`config.mk`:
```
export PLATFORM = sky130hd
export DESIGN_NAME = pad_out_seq
export DESIGN_NICKNAME = d
export VERILOG_FILES = /design/src/rtl/pad_out_seq.sv
export SDC_FILE = /design/constraint.sdc
export NUM_CORES = 1
export LEC_CHECK = 0
export ABC_AREA = 1
export BUFFER_PORTS_ARGS = -buffer_cell sky130_fd_sc_hd__buf_4
export CELL_PAD_IN_SITES_DETAIL_PLACEMENT = 1
export CELL_PAD_IN_SITES_GLOBAL_PLACEMENT = 2
export CORE_AREA = 5 5 67 69
export CTS_CLUSTER_DIAMETER = 200
export DETAILED_ROUTE_END_ITERATION = 8
export DIE_AREA = 0 0 72 74
export GPL_TIMING_DRIVEN = 0
export HOLD_SLACK_MARGIN = 0.03
export PLACE_DENSITY_LB_ADDON = 0.1
export SYNTH_ARGS = -nofsm -noshare
export SYNTH_HDL_FRONTEND = slang
export SYNTH_SLANG_ARGS = --single-unit
export TNS_END_PERCENT = 10
```
`constraint.sdc`:
```
create_clock -name clk -period 3.2 [get_ports clk]
set_clock_uncertainty 0.2 [all_clocks]
set_input_delay 0.48 -clock clk [delete_from_list [all_inputs] [get_ports clk]]
set_output_delay 0.48 -clock clk [all_outputs]
set_load 0.01 [all_outputs]
```
`src/rtl/pad_out_seq.sv`:
```
// rtl/pad_out_seq.sv - core-to-pad output sequencer with turnaround and contention check
//
// Optional feature macro: PAD_OUT_SEQ_SYNC_EN (2-flop synchronizer on p2c readback)
//
// Ports:
//   clk          in   clock, all state changes on rising edge
//   rst          in   synchronous active-high reset
//   c2p          in   core data to drive on the pad
//   c2p_en       in   core request to drive the pad (level)
//   pad_out      out  registered data to pad output driver
//   pad_oe       out  registered output enable to pad driver
//   p2c          in   pad readback from input pad cell
//   drive_active out  high while driving (same as pad_oe)
//   contention   out  sticky readback-mismatch flag
//   err_cnt      out  saturating mismatch cycle count
//   clear_err    in   clears contention and err_cnt
module pad_out_seq #(
   parameter int unsigned TURN_CYCLES   = 2,
   parameter int unsigned SETTLE_CYCLES = 1,
   parameter int unsigned CNT_W         = 4,
   parameter int unsigned ERR_W         = 8
) (
   input  logic             clk,
   input  logic             rst,
   input  logic             c2p,
   input  logic             c2p_en,
   output logic             pad_out,
   output logic             pad_oe,
   input  logic             p2c,
   output logic             drive_active,
   output logic             contention,
   output logic [ERR_W-1:0] err_cnt,
   input  logic             clear_err
);

   typedef enum logic [1:0] {
      IDLE     = 2'd0,
      TURN_ON  = 2'd1,
      DRIVE    = 2'd2,
      TURN_OFF = 2'd3
   } state_t;

`ifdef PAD_OUT_SEQ_SYNC_EN
   // Two extra settle steps cover the synchronizer latency; the counter is
   // widened so SETTLE_CYCLES+2 always fits.
   localparam int unsigned SET_W      = CNT_W + 2;
   localparam int unsigned SETTLE_MAX = SETTLE_CYCLES + 2;
`else
   localparam int unsigned SET_W      = CNT_W;
   localparam int unsigned SETTLE_MAX = SETTLE_CYCLES;
`endif

   localparam logic [CNT_W-1:0] TURN_LOAD = CNT_W'(TURN_CYCLES - 1);
   localparam logic [SET_W-1:0] SET_LIM   = SET_W'(SETTLE_MAX);

   state_t             state_q, state_d;
   logic [CNT_W-1:0]   turn_cnt_q, turn_cnt_d;
   logic [SET_W-1:0]   settle_q, settle_d;
   logic               pad_out_q, pad_out_d;
   logic               pad_oe_q, pad_oe_d;
   logic               contention_q, contention_d;
   logic [ERR_W-1:0]   err_cnt_q, err_cnt_d;
   logic               p2c_cmp;
   logic               mismatch;

`ifdef PAD_OUT_SEQ_SYNC_EN
   logic p2c_s1_q, p2c_s2_q;

   always_ff @(posedge clk) begin
      if (rst) begin
         p2c_s1_q <= 1'b0;
         p2c_s2_q <= 1'b0;
      end else begin
         p2c_s1_q <= p2c;
         p2c_s2_q <= p2c_s1_q;
      end
   end

   assign p2c_cmp = p2c_s2_q;
`else
   assign p2c_cmp = p2c;
`endif

   always_comb begin
      state_d    = state_q;
      turn_cnt_d = turn_cnt_q;
      unique case (state_q)
         IDLE: begin
            if (c2p_en) begin
               state_d    = TURN_ON;
               turn_cnt_d = TURN_LOAD;
            end
         end
         TURN_ON: begin
            // Dropping the request aborts straight to IDLE: pad_oe never rose.
            if (!c2p_en) begin
               state_d = IDLE;
            end else if (turn_cnt_q == '0) begin
               state_d = DRIVE;
            end else begin
               turn_cnt_d = turn_cnt_q - CNT_W'(1);
            end
         end
         DRIVE: begin
            if (!c2p_en) begin
               state_d    = TURN_OFF;
               turn_cnt_d = TURN_LOAD;
            end
         end
         TURN_OFF: begin
            // Request ignored here; it is picked up again from IDLE.
            if (turn_cnt_q == '0) begin
               state_d = IDLE;
            end else begin
               turn_cnt_d = turn_cnt_q - CNT_W'(1);
            end
         end
         default: state_d = IDLE;
      endcase
   end

   always_comb begin
      // Data tracks the core during TURN_ON so it is valid when pad_oe rises.
      pad_out_d = ((state_d == TURN_ON) || (state_d == DRIVE)) ? c2p : pad_out_q;
      pad_oe_d  = (state_d == DRIVE);

      settle_d = settle_q;
      if (((state_q != DRIVE) && (state_d == DRIVE)) || (pad_out_d != pad_out_q)) begin
         settle_d = '0;
      end else if ((state_q == DRIVE) && (settle_q != SET_LIM)) begin
         settle_d = settle_q + SET_W'(1);
      end

      mismatch = (state_q == DRIVE) && (settle_q == SET_LIM) && (p2c_cmp != pad_out_q);

      contention_d = contention_q;
      err_cnt_d    = err_cnt_q;
      if (mismatch) begin
         // A mismatch in the clearing cycle restarts the count at one.
         contention_d = 1'b1;
         if (clear_err) begin
            err_cnt_d = ERR_W'(1);
         end else if (err_cnt_q != '1) begin
            err_cnt_d = err_cnt_q + ERR_W'(1);
         end
      end else if (clear_err) begin
         contention_d = 1'b0;
         err_cnt_d    = '0;
      end
   end

   always_ff @(posedge clk) begin
      if (rst) begin
         state_q      <= IDLE;
         turn_cnt_q   <= '0;
         settle_q     <= '0;
         pad_out_q    <= 1'b0;
         pad_oe_q     <= 1'b0;
         contention_q <= 1'b0;
         err_cnt_q    <= '0;
      end else begin
         state_q      <= state_d;
         turn_cnt_q   <= turn_cnt_d;
         settle_q     <= settle_d;
         pad_out_q    <= pad_out_d;
         pad_oe_q     <= pad_oe_d;
         contention_q <= contention_d;
         err_cnt_q    <= err_cnt_d;
      end
   end

   assign pad_out      = pad_out_q;
   assign pad_oe       = pad_oe_q;
   assign drive_active = pad_oe_q;
   assign contention   = contention_q;
   assign err_cnt      = err_cnt_q;

endmodule

```
==> results of run 1 <==
## worst min-delay path by stage
stage                               startpoint                         end  slack [ns]  depth (start not counted)
floorplan           turn_cnt_q[1]$_SDFFE_PP0P_  turn_cnt_q[1]$_SDFFE_PP0P_        0.26                          2
global placement       contention$_SDFFE_PP0P_     contention$_SDFFE_PP0P_        0.27                          2
detailed placement     contention$_SDFFE_PP0P_     contention$_SDFFE_PP0P_        0.27                          2
CTS                                        rst     err_cnt[4]$_SDFFE_PP0P_        0.22                          2
global route                               rst     err_cnt[4]$_SDFFE_PP0P_        0.22                          2
finish                                     rst     err_cnt[4]$_SDFFE_PP0P_        0.22                          2
## through the flow
step | cells | total power [mW] | cell area [um2]
2_1_floorplan | 170 | 0.4077 | 1160
3_3_place_gp | 237 | 0.4490 | 1350
3_5_place_dp | 237 | 0.4558 | 1350
4_1_cts | 241 | 0.6380 | 1396
5_1_grt | 241 | 0.6751 | 1396
6_report | 241 | 0.6259 | 1396
## cell usage in the layout, fill, tap and decap left out, types with 2 or more instances in the layout
cell and n:
nand3_1 10, clkbuf_8 3, dfxtp_1 21, xor2_1 2, nand2_2 2, inv_1 20
ha_1 5, inv_2 5, o21ai_0 4, nand4_1 4, nand2_1 50, a21oi_1 9
nor2_2 2, buf_4 18, nor3_1 4, nor2_1 15, o21ai_1 3, nand2_4 2
nor2_4 3
## flip-flops by register name, indices dropped and copies added (netlist names)
| register | flops |
|---|---|
| err_cnt | 8 |
| settle_q | 4 |
| turn_cnt_q | 4 |
| state_q | 2 |
| contention | 1 |
| drive_active | 1 |
| pad_out | 1 |
## cell type report
| cell class | instances | area [um2] | area share |
|---|---|---|---|
| Sequential cell | 21 | 420.4 | 0.3011 |
| Clock inverter | 1 | 5.005 | 0.003584 |
| Timing Repair Buffer | 17 | 127.6 | 0.09140 |
| Clock buffer | 3 | 41.29 | 0.02957 |
| Inverter | 25 | 93.84 | 0.06720 |
| Buffer | 2 | 11.26 | 0.008065 |
| Multi-Input combinational cell | 122 | 634.4 | 0.4543 |
| Tap cell | 50 | 62.56 | 0.04480 |
## power groups by stage
stage	sequential, mW	clock (mW)	combinational (mW)
floorplan	0.303	0	0.105
global placement	0.303	0	0.146
detailed placement	0.305	0	0.151
CTS	0.299	0.188	0.152
global route	0.302	0.200	0.173
finish	0.298	0.180	0.148
## metal layers
| metal | up-vias | part of all wire | track usage |
|---|---|---|---|
| li1 | 580 | - | - |
| met1 | 518 | 0.45 | 0.1383 |
| met2 | 13 | 0.52 | 0.2245 |
| met3 | 2 | 0.027 | 0.02162 |
| met4 | 0 | 0.0045 | 0.03758 |
| met5 | - | 0 | 0 |
## worst max-delay path, delay by kind of cell, from the launching register on
family                     cells  cell delay [ns]
DFF                            1             0.36
adders and majority gates      2             0.57
buffers and inverters          3             0.26
and+or+nand+nor                8             0.82
## cell families after synthesis
logic type / Yosys count
xor+xnor: 3
simple gates: 93
compound gates: 21
flops: 21
buf+inv: 27
fa+ha+maj: 5
==> results by group, run 1 <==
Yosys
  – Synth Instances: 170
  – Post-synthesis mux area share: 0
  – Adder-cell area share of the yosys netlist: 0.05394
  – Cell accounting for the most synthesized area: dfxtp_1
  – Top-area cell type share of the netlist area: 0.3625
  – Avg Cell Area, Syn: 6.823 um2
  – Post-synth top cells: nand2_1 (50), dfxtp_1 (21), inv_1 (20)
  – Seq/Total Area, Yosys: 0.3625
  – Top_reg_cell synth: dfxtp_1
  – Total number of yosys warnings: 0
  – XOR/XNOR Fraction of Synth Area: 0.02265
  – Compound-Gate Fraction of Synth Area: 0.1014
  – Synth unique cells: 26
  – Synth top area cells: dfxtp_1 (36%), nand2_1 (16%), inv_1 (6.5%)
  – Post-synthesis net count: 181
  – Simple-gate share of the synthesized area: 0.3689
  – Count leader, synth: nand2_1
  – Share of synthesized registers carrying an async set or reset: 0
  – Number of synthesized register bits: 21
  – EDFF count, synth: 0
  – Post-Syn Area: 1160 um2
  – Largest family of logic cells by synthesized area: simple AND/OR/NAND/NOR gates

Timing
  – Fin Setup TNS: 0 ns
  – Fin crit period: 2.313 ns
  – Final setup violation count: 0
  – Max_slew headroom: 0.6758
  – Worst hold slack: 0.2244 ns
  – Final hold vios: 0
  – Crit share post-route: 0.7228
  – Worst Max-Slew Pin Slew: 0.4863 ns
  – Post-route setup slack: 0.8870 ns
  – Fin. max-slew vios: 0
  – RSZ-0062 raised after global routing: no
  – Max Clk Rate: 432.3 MHz

Global route
  – Grt total ovfl: 0
  – Antenna violations before repair: 0
  – Total GRT Usage: 0.1199
  – Largest net degree at the start of global routing: 13
  – Number of global-route vias before repair: 1150
  – First-pass GRT wire length: 5.106 mm

Final layout
  – Layout Nets: 203
  – Fill cell count: 502
  – Area grow syn2layout: 20.39%
  – Fin util: 0.3621
  – Ratio of cells with drive above 1 in the final layout: 0.1885
  – N_diodes: 0

Placed design
  – Pre-CTS setup slack: 0.8547 ns
  – DP HPWL: 2.298 mm
  – RD Place Congestion: 0.7131
  – I/O Buffers: 17

Clocking
  – H-tree levels: 1
  – Clock buffer depth: 2
  – CTS Buf Count: 3
  – Post-CTS Resized: 0
  – CTS Sinks: 21
  – Clock-pin slew on the worst setup and hold paths: 0.09 ns
  – CTS Root Cell: clkbuf_8
  – Post-CTS Setup Inserts: 0
  – CTS tree: yes
  – # hold bufs at CTS: 0
  – Clk_lat worst skew: 0.26 ns

Setup path
  – WP data required: 3.16 ns
  – Crit-path slowest cell: dfxtp_1
  – Arrival time worst endpoint: 2.28 ns
  – Crit. End Element: flop
  – Worst reg2reg path depth: 13
  – CP max stage delay: 0.36 ns
  – Max FO, Critical Path: 7
  – Worst Setup SP: turn_cnt_q[0]$_SDFFE_PP0P_
  – Type of origin of the critical path: flop
  – R2r setup slk: 0.89 ns
  – Worst R2R End: settle_q[3]$_SDFFE_PP0P_
  – Critical Path Sink: settle_q[3]$_SDFFE_PP0P_
  – WS Path Type: flop to flop
  – R2r startpoint: turn_cnt_q[0]$_SDFFE_PP0P_
  – Crit-path cells: inv_1 -> ha_1 -> nand2_1 -> nor2_1 -> nor2_2 -> inv_1 -> ha_1 -> nor2_1 -> nand2_1 -> nand4_1 -> inv_1 -> nand2_1 -> nor2_1

Power
  – Comb pwr share: 0.236
  – Seq pwr share: 0.476
  – PwrDens: 448.3 nW/um2
  – Net Sw Power: 0.2025 mW
  – LEAKAGE: 0.6087 nW
  – Pint: 0.4234 mW
  – Sw Ratio: 0.3235
  – Maximum VDD drop: 0.0001929 V
  – Clk pwr share: 0.288

Die
  – Die width: 72 um
  – IO Count: 18
  – Initial Utilization: 0.3008
  – Total core area: 3856 um2
  – Rows: 23
  – Chip height: 74 um
  – Die area: 5328 um2

Detailed routing
  – Routed Antenna Nets: 0
  – Drt pass-1 iters: 4
  – Wirelength, routed: 2.867 mm
  – Routed vias: 1113
  – DRC: 0
  – Initial drt markers: 65
  – Routed length per instance: 11.90 um
  – DR vias/cell: 4.618

Hold path
  – Hold Path Class: input pin to flop

Run
  – Max Cap Viol: 0

Run status
  – Status: complete, no violations
Note: power is estimated with default switching activity, not from simulation.
==> run 2, diff against run 1 <==
--- a/config.mk
+++ b/config.mk
@@ -9,10 +9,10 @@
 export BUFFER_PORTS_ARGS = -buffer_cell sky130_fd_sc_hd__buf_4
 export CELL_PAD_IN_SITES_DETAIL_PLACEMENT = 1
 export CELL_PAD_IN_SITES_GLOBAL_PLACEMENT = 2
-export CORE_AREA = 5 5 67 69
+export CORE_AREA = 5 5 72 74
 export CTS_CLUSTER_DIAMETER = 200
 export DETAILED_ROUTE_END_ITERATION = 8
-export DIE_AREA = 0 0 72 74
+export DIE_AREA = 0 0 77 79
 export GPL_TIMING_DRIVEN = 0
 export HOLD_SLACK_MARGIN = 0.03
 export PLACE_DENSITY_LB_ADDON = 0.1
==> constraint.sdc (replaced) <==
create_clock -name clk -period 2.1 [get_ports clk]
set_clock_uncertainty 0.2 [all_clocks]
set_input_delay 0.315 -clock clk [delete_from_list [all_inputs] [get_ports clk]]
set_output_delay 0.315 -clock clk [all_outputs]
set_load 0.01 [all_outputs]
==> results by group, run 2 (synthesis results as in run 1) <==
Die
  – Die width: 77 um (was 72 um)
  – Total core area: 4536 um2 (was 3856 um2)
  – IO Count: 18 (unchanged)
  – Initial Utilization: 0.2557 (was 0.3008)
  – Rows: 25 (was 23)
  – Die area: 6083 um2 (was 5328 um2)
  – Chip height: 79 um (was 74 um)

Setup path
  – WS Path Type: flop to flop (unchanged)
  – Arrival time worst endpoint: 2.04 ns (was 2.28 ns)
  – CP max stage delay: 0.34 ns (was 0.36 ns)
  – Crit. End Element: flop (unchanged)
  – Max FO, Critical Path: 3 (was 7)
  – R2r startpoint: turn_cnt_q[1]$_SDFFE_PP0P_ (was turn_cnt_q[0]$_SDFFE_PP0P_)
  – Type of origin of the critical path: flop (unchanged)
  – Most numerous cell on the critical path: inv_2
  – Crit-path cells: inv_2 -> ha_4 -> nand2_4 -> nor2_4 -> nand2_2 -> o21ai_4 -> inv_2 -> ha_4 -> inv_2 -> nand3_2 -> nand4_1 -> inv_2 -> nand2_2 -> nor2_1 (was inv_1 -> ha_1 -> nand2_1 -> nor2_1 -> nor2_2 -> inv_1 -> ha_1 -> nor2_1 -> nand2_1 -> nand4_1 -> inv_1 -> nand2_1 -> nor2_1)
  – WP data required: 2.10 ns (was 3.16 ns)
  – Worst Setup SP: turn_cnt_q[1]$_SDFFE_PP0P_ (was turn_cnt_q[0]$_SDFFE_PP0P_)
  – Crit-path slowest cell: dfxtp_2 (was dfxtp_1)

Timing
  – Post-route setup slack: 0.06017 ns (was 0.8870 ns)
  – Worst hold slack: 0.06378 ns (was 0.2244 ns)
  – RSZ-0062 raised after global routing: yes (was no)
  – Fin crit period: 2.040 ns (was 2.313 ns)
  – Final setup violation count: 0 (unchanged)
  – Max_slew headroom: 0.6599 (was 0.6758)
  – Worst Max-Slew Pin Slew: 0.5102 ns (was 0.4863 ns)
  – Fin. max-slew vios: 0 (unchanged)
  – Crit share post-route: 0.9713 (was 0.7228)
  – Fin Setup TNS: 0 ns (unchanged)
  – Max Clk Rate: 490.2 MHz (was 432.3 MHz)
  – Final hold vios: 0 (unchanged)

Final layout
  – Non-filler cells, final: 249 (was 241)
  – Final Instance Area: 1501 um2 (was 1396 um2)
  – N_diodes: 0 (unchanged)
  – Ratio of cells with drive above 1 in the final layout: 0.2872 (was 0.1885)
  – Commonest non-fill, non-tap cell in the layout: nand2_1 (unchanged)
  – Fin util: 0.3310 (was 0.3621)
  – Layout Nets: 207 (was 203)
  – Commonest cells after routing, fill and taps aside: nand2_1 (47), buf_4 (22), dfxtp_1 (19) (was nand2_1 (50), dfxtp_1 (21), inv_1 (20))
  – Max reg flops: 8 (unchanged)
  – Area grow syn2layout: 29.45% (was 20.39%)

Run
  – Max Cap Viol: 0 (unchanged)

Detailed routing
  – DR vias/cell: 4.675 (was 4.618)
  – Wirelength, routed: 3.212 mm (was 2.867 mm)
  – Routed length per instance: 12.90 um (was 11.90 um)
  – Initial drt markers: 33 (was 65)
  – Routed Antenna Nets: 0 (unchanged)
  – Drt pass-1 iters: 4 (unchanged)
  – Routed vias: 1164 (was 1113)
  – DRC: 0 (unchanged)

Clocking
  – CTS Buf Count: 3 (unchanged)
  – CTS Root Cell: clkbuf_8 (unchanged)
  – Clock-pin slew on the worst setup and hold paths: 0.08 ns (was 0.09 ns)
  – CTS tree: yes (unchanged)
  – Clock buffer depth: 2 (unchanged)
  – CTS Sinks: 21 (unchanged)
  – H-tree levels: 1 (unchanged)
  – Clk_lat worst skew: 0.26 ns (about the same)

Hold path
  – Hold Crit Start: rst (unchanged)
  – Hold Path Class: input pin to flop (unchanged)

Power
  – Clk pwr share: 0.258 (was 0.288)
  – Net Sw Power: 0.3478 mW (was 0.2025 mW)
  – Comb pwr share: 0.303 (was 0.236)
  – Pint: 0.6999 mW (was 0.4234 mW)
  – Tot Pwr: 1.048 mW (was 0.6259 mW)
  – Seq pwr share: 0.439 (was 0.476)
  – Sw Ratio: 0.3319 (was 0.3235)
  – Maximum VDD drop: 0.0002945 V (was 0.0001929 V)
  – PwrDens: 697.8 nW/um2 (was 448.3 nW/um2)
  – LEAKAGE: 0.6316 nW (was 0.6087 nW)

Placed design
  – Inst Count DP: 241 (was 237)
  – Placed Area: 1355 um2 (was 1350 um2)
  – Pre-CTS setup slack: -0.2516 ns (was 0.8547 ns)
  – I/O Buffers: 17 (unchanged)
  – RD Place Congestion: 0.7759 (was 0.7131)
  – DP HPWL: 2.467 mm (was 2.298 mm)

Global route
  – Antenna violations before repair: 0 (unchanged)
  – First-pass GRT wire length: 5.589 mm (was 5.106 mm)
  – Grt total ovfl: 0 (unchanged)
  – Largest net degree at the start of global routing: 12 (was 13)
  – Total GRT Usage: 0.1110 (was 0.1199)
  – Number of global-route vias before repair: 1196 (was 1150)

Run status
  – Status: complete, no violations (unchanged)
[run 2: worst max-delay path, delay by kind of cell, from the launching register on]
family,cells,cell delay (ns)
AOI/OAI and AO/OA,1,0.07
and+or+nand+nor,7,0.67
DFF,1,0.34
buffers and inverters,4,0.30
adders and majority gates,2,0.43
[run 2: power by group through the flow]
stage | logic (mW) | registers (mW) | clock network [mW]
after detailed placement | 0.232 | 0.466 | 0
after CTS | 0.277 | 0.458 | 0.287
after global placement | 0.225 | 0.463 | 0
after floorplan | 0.159 | 0.462 | 0
after global routing | 0.359 | 0.467 | 0.312
final | 0.317 | 0.460 | 0.271
[run 2: path summary, 6_finish.rpt]
check                             end  slack (ns)  cells after the start
min           err_cnt[4]$_SDFFE_PP0P_        0.06                      2
min reg2reg   contention$_SDFFE_PP0P_        0.27                      2
max          settle_q[3]$_SDFFE_PP0P_        0.06                     14
max reg2reg  settle_q[3]$_SDFFE_PP0P_        0.06                     14
[run 2: routing by layer]
layer | part of all wire | GRT usage | wire length, um | up-vias
met3 | 0.031 | 0.02608 | 98 | 4
met2 | 0.50 | 0.1935 | 1610 | 9
met4 | 0.0097 | 0.03265 | 31 | 0
li1 | - | - | - | 593
met1 | 0.46 | 0.1355 | 1471 | 558
met5 | 0 | 0 | 0 | -
[run 2: final cells by class]
cell class,count,area [um2]
Multi-Input combinational cell,122,703.2
Sequential cell,21,422.9
Inverter,25,93.84
Fill cell,575,3034
Buffer,2,11.26
Clock buffer,4,45.04
Tap cell,54,67.56
Timing Repair Buffer,21,157.7
[run 2: repair_timing]
item	4_1_cts	5_1_grt
setup endpoints to repair	4	4
setup buffers	2	2
pin swaps	3	6
hold buffers	0	0
gates resized for setup	11	12
==> run 3, diff against run 2 <==
--- a/config.mk
+++ b/config.mk
@@ -15,7 +15,7 @@
 export DIE_AREA = 0 0 77 79
 export GPL_TIMING_DRIVEN = 0
 export HOLD_SLACK_MARGIN = 0.03
-export PLACE_DENSITY_LB_ADDON = 0.1
+export PLACE_DENSITY = 0.81
 export SYNTH_ARGS = -nofsm -noshare
 export SYNTH_HDL_FRONTEND = slang
 export SYNTH_SLANG_ARGS = --single-unit
==> results by group, run 3 (synthesis results as in run 1) <==
Timing
  – Fin crit period: 2.022 ns (was 2.040 ns)
  – Worst hold slack: 0.03766 ns (was 0.06378 ns)
  – Fin. max-slew vios: 0 (unchanged)
  – Final hold vios: 0 (unchanged)
  – Max Clk Rate: 494.7 MHz (was 490.2 MHz)
  – Crit share post-route: 0.9627 (was 0.9713)
  – Fin Setup TNS: 0 ns (unchanged)
  – RSZ-0062 raised after global routing: yes (unchanged)
  – Final setup violation count: 0 (unchanged)
  – Max_slew headroom: 0.6376 (was 0.6599)
  – Worst Max-Slew Pin Slew: 0.5436 ns (was 0.5102 ns)

Run
  – Max Cap Viol: 0 (unchanged)

Power
  – Comb pwr share: 0.305 (was 0.303)
  – Pint: 0.7064 mW (was 0.6999 mW)
  – Seq pwr share: 0.437 (was 0.439)
  – PwrDens: 694.9 nW/um2 (was 697.8 nW/um2)
  – Net Sw Power: 0.3439 mW (was 0.3478 mW)
  – Tot Pwr: 1.050 mW (was 1.048 mW)
  – Maximum VDD drop: 0.0002406 V (was 0.0002945 V)
  – Sw Ratio: 0.3274 (was 0.3319)
  – LEAKAGE: 0.6481 nW (was 0.6316 nW)
  – Clk pwr share: 0.258 (about the same)

Placed design
  – Placed Area: 1355 um2 (unchanged)
  – RD Place Congestion: 0.7376 (was 0.7759)
  – I/O Buffers: 17 (unchanged)
  – DP HPWL: 2.192 mm (was 2.467 mm)

Die
  – Rows: 25 (unchanged)
  – Chip height: 79 um (unchanged)
  – Die area: 6083 um2 (unchanged)
  – Die width: 77 um (unchanged)
  – Initial Utilization: 0.2557 (unchanged)
  – IO Count: 18 (unchanged)
  – Total core area: 4536 um2 (unchanged)

Global route
  – Number of global-route vias before repair: 1153 (was 1196)
  – Antenna violations before repair: 0 (unchanged)
  – First-pass GRT wire length: 5.092 mm (was 5.589 mm)
  – Largest net degree at the start of global routing: 13 (was 12)
  – Grt total ovfl: 0 (unchanged)
  – Total GRT Usage: 0.1013 (was 0.1110)

Setup path
  – Type of origin of the critical path: flop (unchanged)
  – WS Path Type: flop to flop (unchanged)
  – WP data required: 2.11 ns (was 2.10 ns)
  – Most numerous cell on the critical path: inv_2 (unchanged)
  – Crit. End Element: flop (unchanged)
  – CP max stage delay: 0.34 ns (about the same)
  – Arrival time worst endpoint: 2.03 ns (was 2.04 ns)
  – Crit-path cells: inv_2 -> ha_4 -> nand2_4 -> nor2_4 -> nand2_1 -> o21ai_1 -> inv_1 -> ha_4 -> inv_2 -> nand3_2 -> nand4_1 -> inv_2 -> nand2_2 -> nor2_1 (was inv_2 -> ha_4 -> nand2_4 -> nor2_4 -> nand2_2 -> o21ai_4 -> inv_2 -> ha_4 -> inv_2 -> nand3_2 -> nand4_1 -> inv_2 -> nand2_2 -> nor2_1)
  – R2r setup slk: 0.08 ns (was 0.06 ns)
  – Max FO, Critical Path: 3 (unchanged)
  – Crit-path slowest cell: dfxtp_2 (unchanged)

Detailed routing
  – DR vias/cell: 4.464 (was 4.675)
  – Routed vias: 1125 (was 1164)
  – Drt pass-1 iters: 4 (unchanged)
  – Wirelength, routed: 2.907 mm (was 3.212 mm)
  – Routed length per instance: 11.54 um (was 12.90 um)
  – DRC: 0 (unchanged)
  – Routed Antenna Nets: 0 (unchanged)
  – Initial drt markers: 37 (was 33)

Clocking
  – CTS Buf Count: 3 (unchanged)
  – # hold bufs at CTS: 0 (unchanged)
  – H-tree levels: 1 (unchanged)
  – CTS Root Cell: clkbuf_8 (unchanged)
  – CTS tree: yes (unchanged)
  – Clock-pin slew on the worst setup and hold paths: 0.08 ns (about the same)
  – Clk_lat worst skew: 0.26 ns (about the same)
  – CTS Sinks: 21 (unchanged)
  – Clock buffer depth: 2 (unchanged)

Final layout
  – N_diodes: 0 (unchanged)
  – Commonest cells after routing, fill and taps aside: nand2_1 (48), buf_4 (25), dfxtp_1 (19) (was nand2_1 (47), buf_4 (22), dfxtp_1 (19))
  – Ratio of cells with drive above 1 in the final layout: 0.2828 (was 0.2872)
  – Area grow syn2layout: 30.31% (was 29.45%)
  – Layout Nets: 210 (was 207)
  – Final Instance Area: 1511 um2 (was 1501 um2)
  – Commonest non-fill, non-tap cell in the layout: nand2_1 (unchanged)
  – Max reg flops: 8 (unchanged)

Hold path
  – Hold Path Class: input pin to flop (unchanged)

Run status
  – Status: complete, no violations (unchanged)
[run 3: cell type report]
type / count / area (um2)
Multi-Input combinational cell: 122 / 689.4
Fill cell: 571 / 3024
Buffer: 2 / 11.26
Inverter: 25 / 93.84
Timing Repair Buffer: 24 / 180.2
Clock buffer: 3 / 41.29
Tap cell: 54 / 67.56
Clock inverter: 1 / 5.005
Sequential cell: 21 / 422.9
[run 3: final timing paths]
kind,startpoint,to,cells past startpoint
max,turn_cnt_q[0]$_SDFFE_PP0P_,settle_q[3]$_SDFFE_PP0P_,14
min,rst,err_cnt[4]$_SDFFE_PP0P_,2
max reg2reg,turn_cnt_q[0]$_SDFFE_PP0P_,settle_q[3]$_SDFFE_PP0P_,14
min reg2reg,contention$_SDFFE_PP0P_,contention$_SDFFE_PP0P_,2
[run 3: routing by layer]
metal | vias up | share of wire | GRT usage
met2 | 16 | 0.47 | 0.1851
met4 | 0 | 0.013 | 0.03093
met3 | 6 | 0.039 | 0.02721
li1 | 595 | - | -
met1 | 508 | 0.48 | 0.1143
met5 | - | 0 | 0
[run 3: power by group through the flow]
stage | clock network (mW) | logic [mW] | registers (mW)
3_5_place_dp | 0 | 0.228 | 0.465
5_1_grt | 0.303 | 0.358 | 0.463
4_1_cts | 0.284 | 0.273 | 0.456
2_1_floorplan | 0 | 0.159 | 0.462
3_3_place_gp | 0 | 0.224 | 0.464
6_report | 0.271 | 0.321 | 0.459
[run 3: per-stage QoR]
stage / instances / util / setup slack, ns
2_1_floorplan: 170 / - / 0.07265
3_3_place_gp: 241 / 0.2988 / -0.2146
3_5_place_dp: 241 / 0.2988 / -0.2410
4_1_cts: 247 / 0.3189 / 0.02614
5_1_grt: 252 / 0.3332 / -0.07667
6_report: 252 / 0.3332 / 0.07841
[run 3: worst max-delay path: cells and delay by family, from the launching register on]
family / cells / cell delay (ns)
compound gates: 1 / 0.09
fa+ha+maj: 2 / 0.44
flops: 1 / 0.34
simple gates: 7 / 0.57
buf+inv: 4 / 0.32
[run 3: what timing repair did]
action,CTS,global route
cloned,0,0
setup buffers,2,5
gates resized for setup,8,10
pin swaps,4,6
setup endpoints to repair,4,4
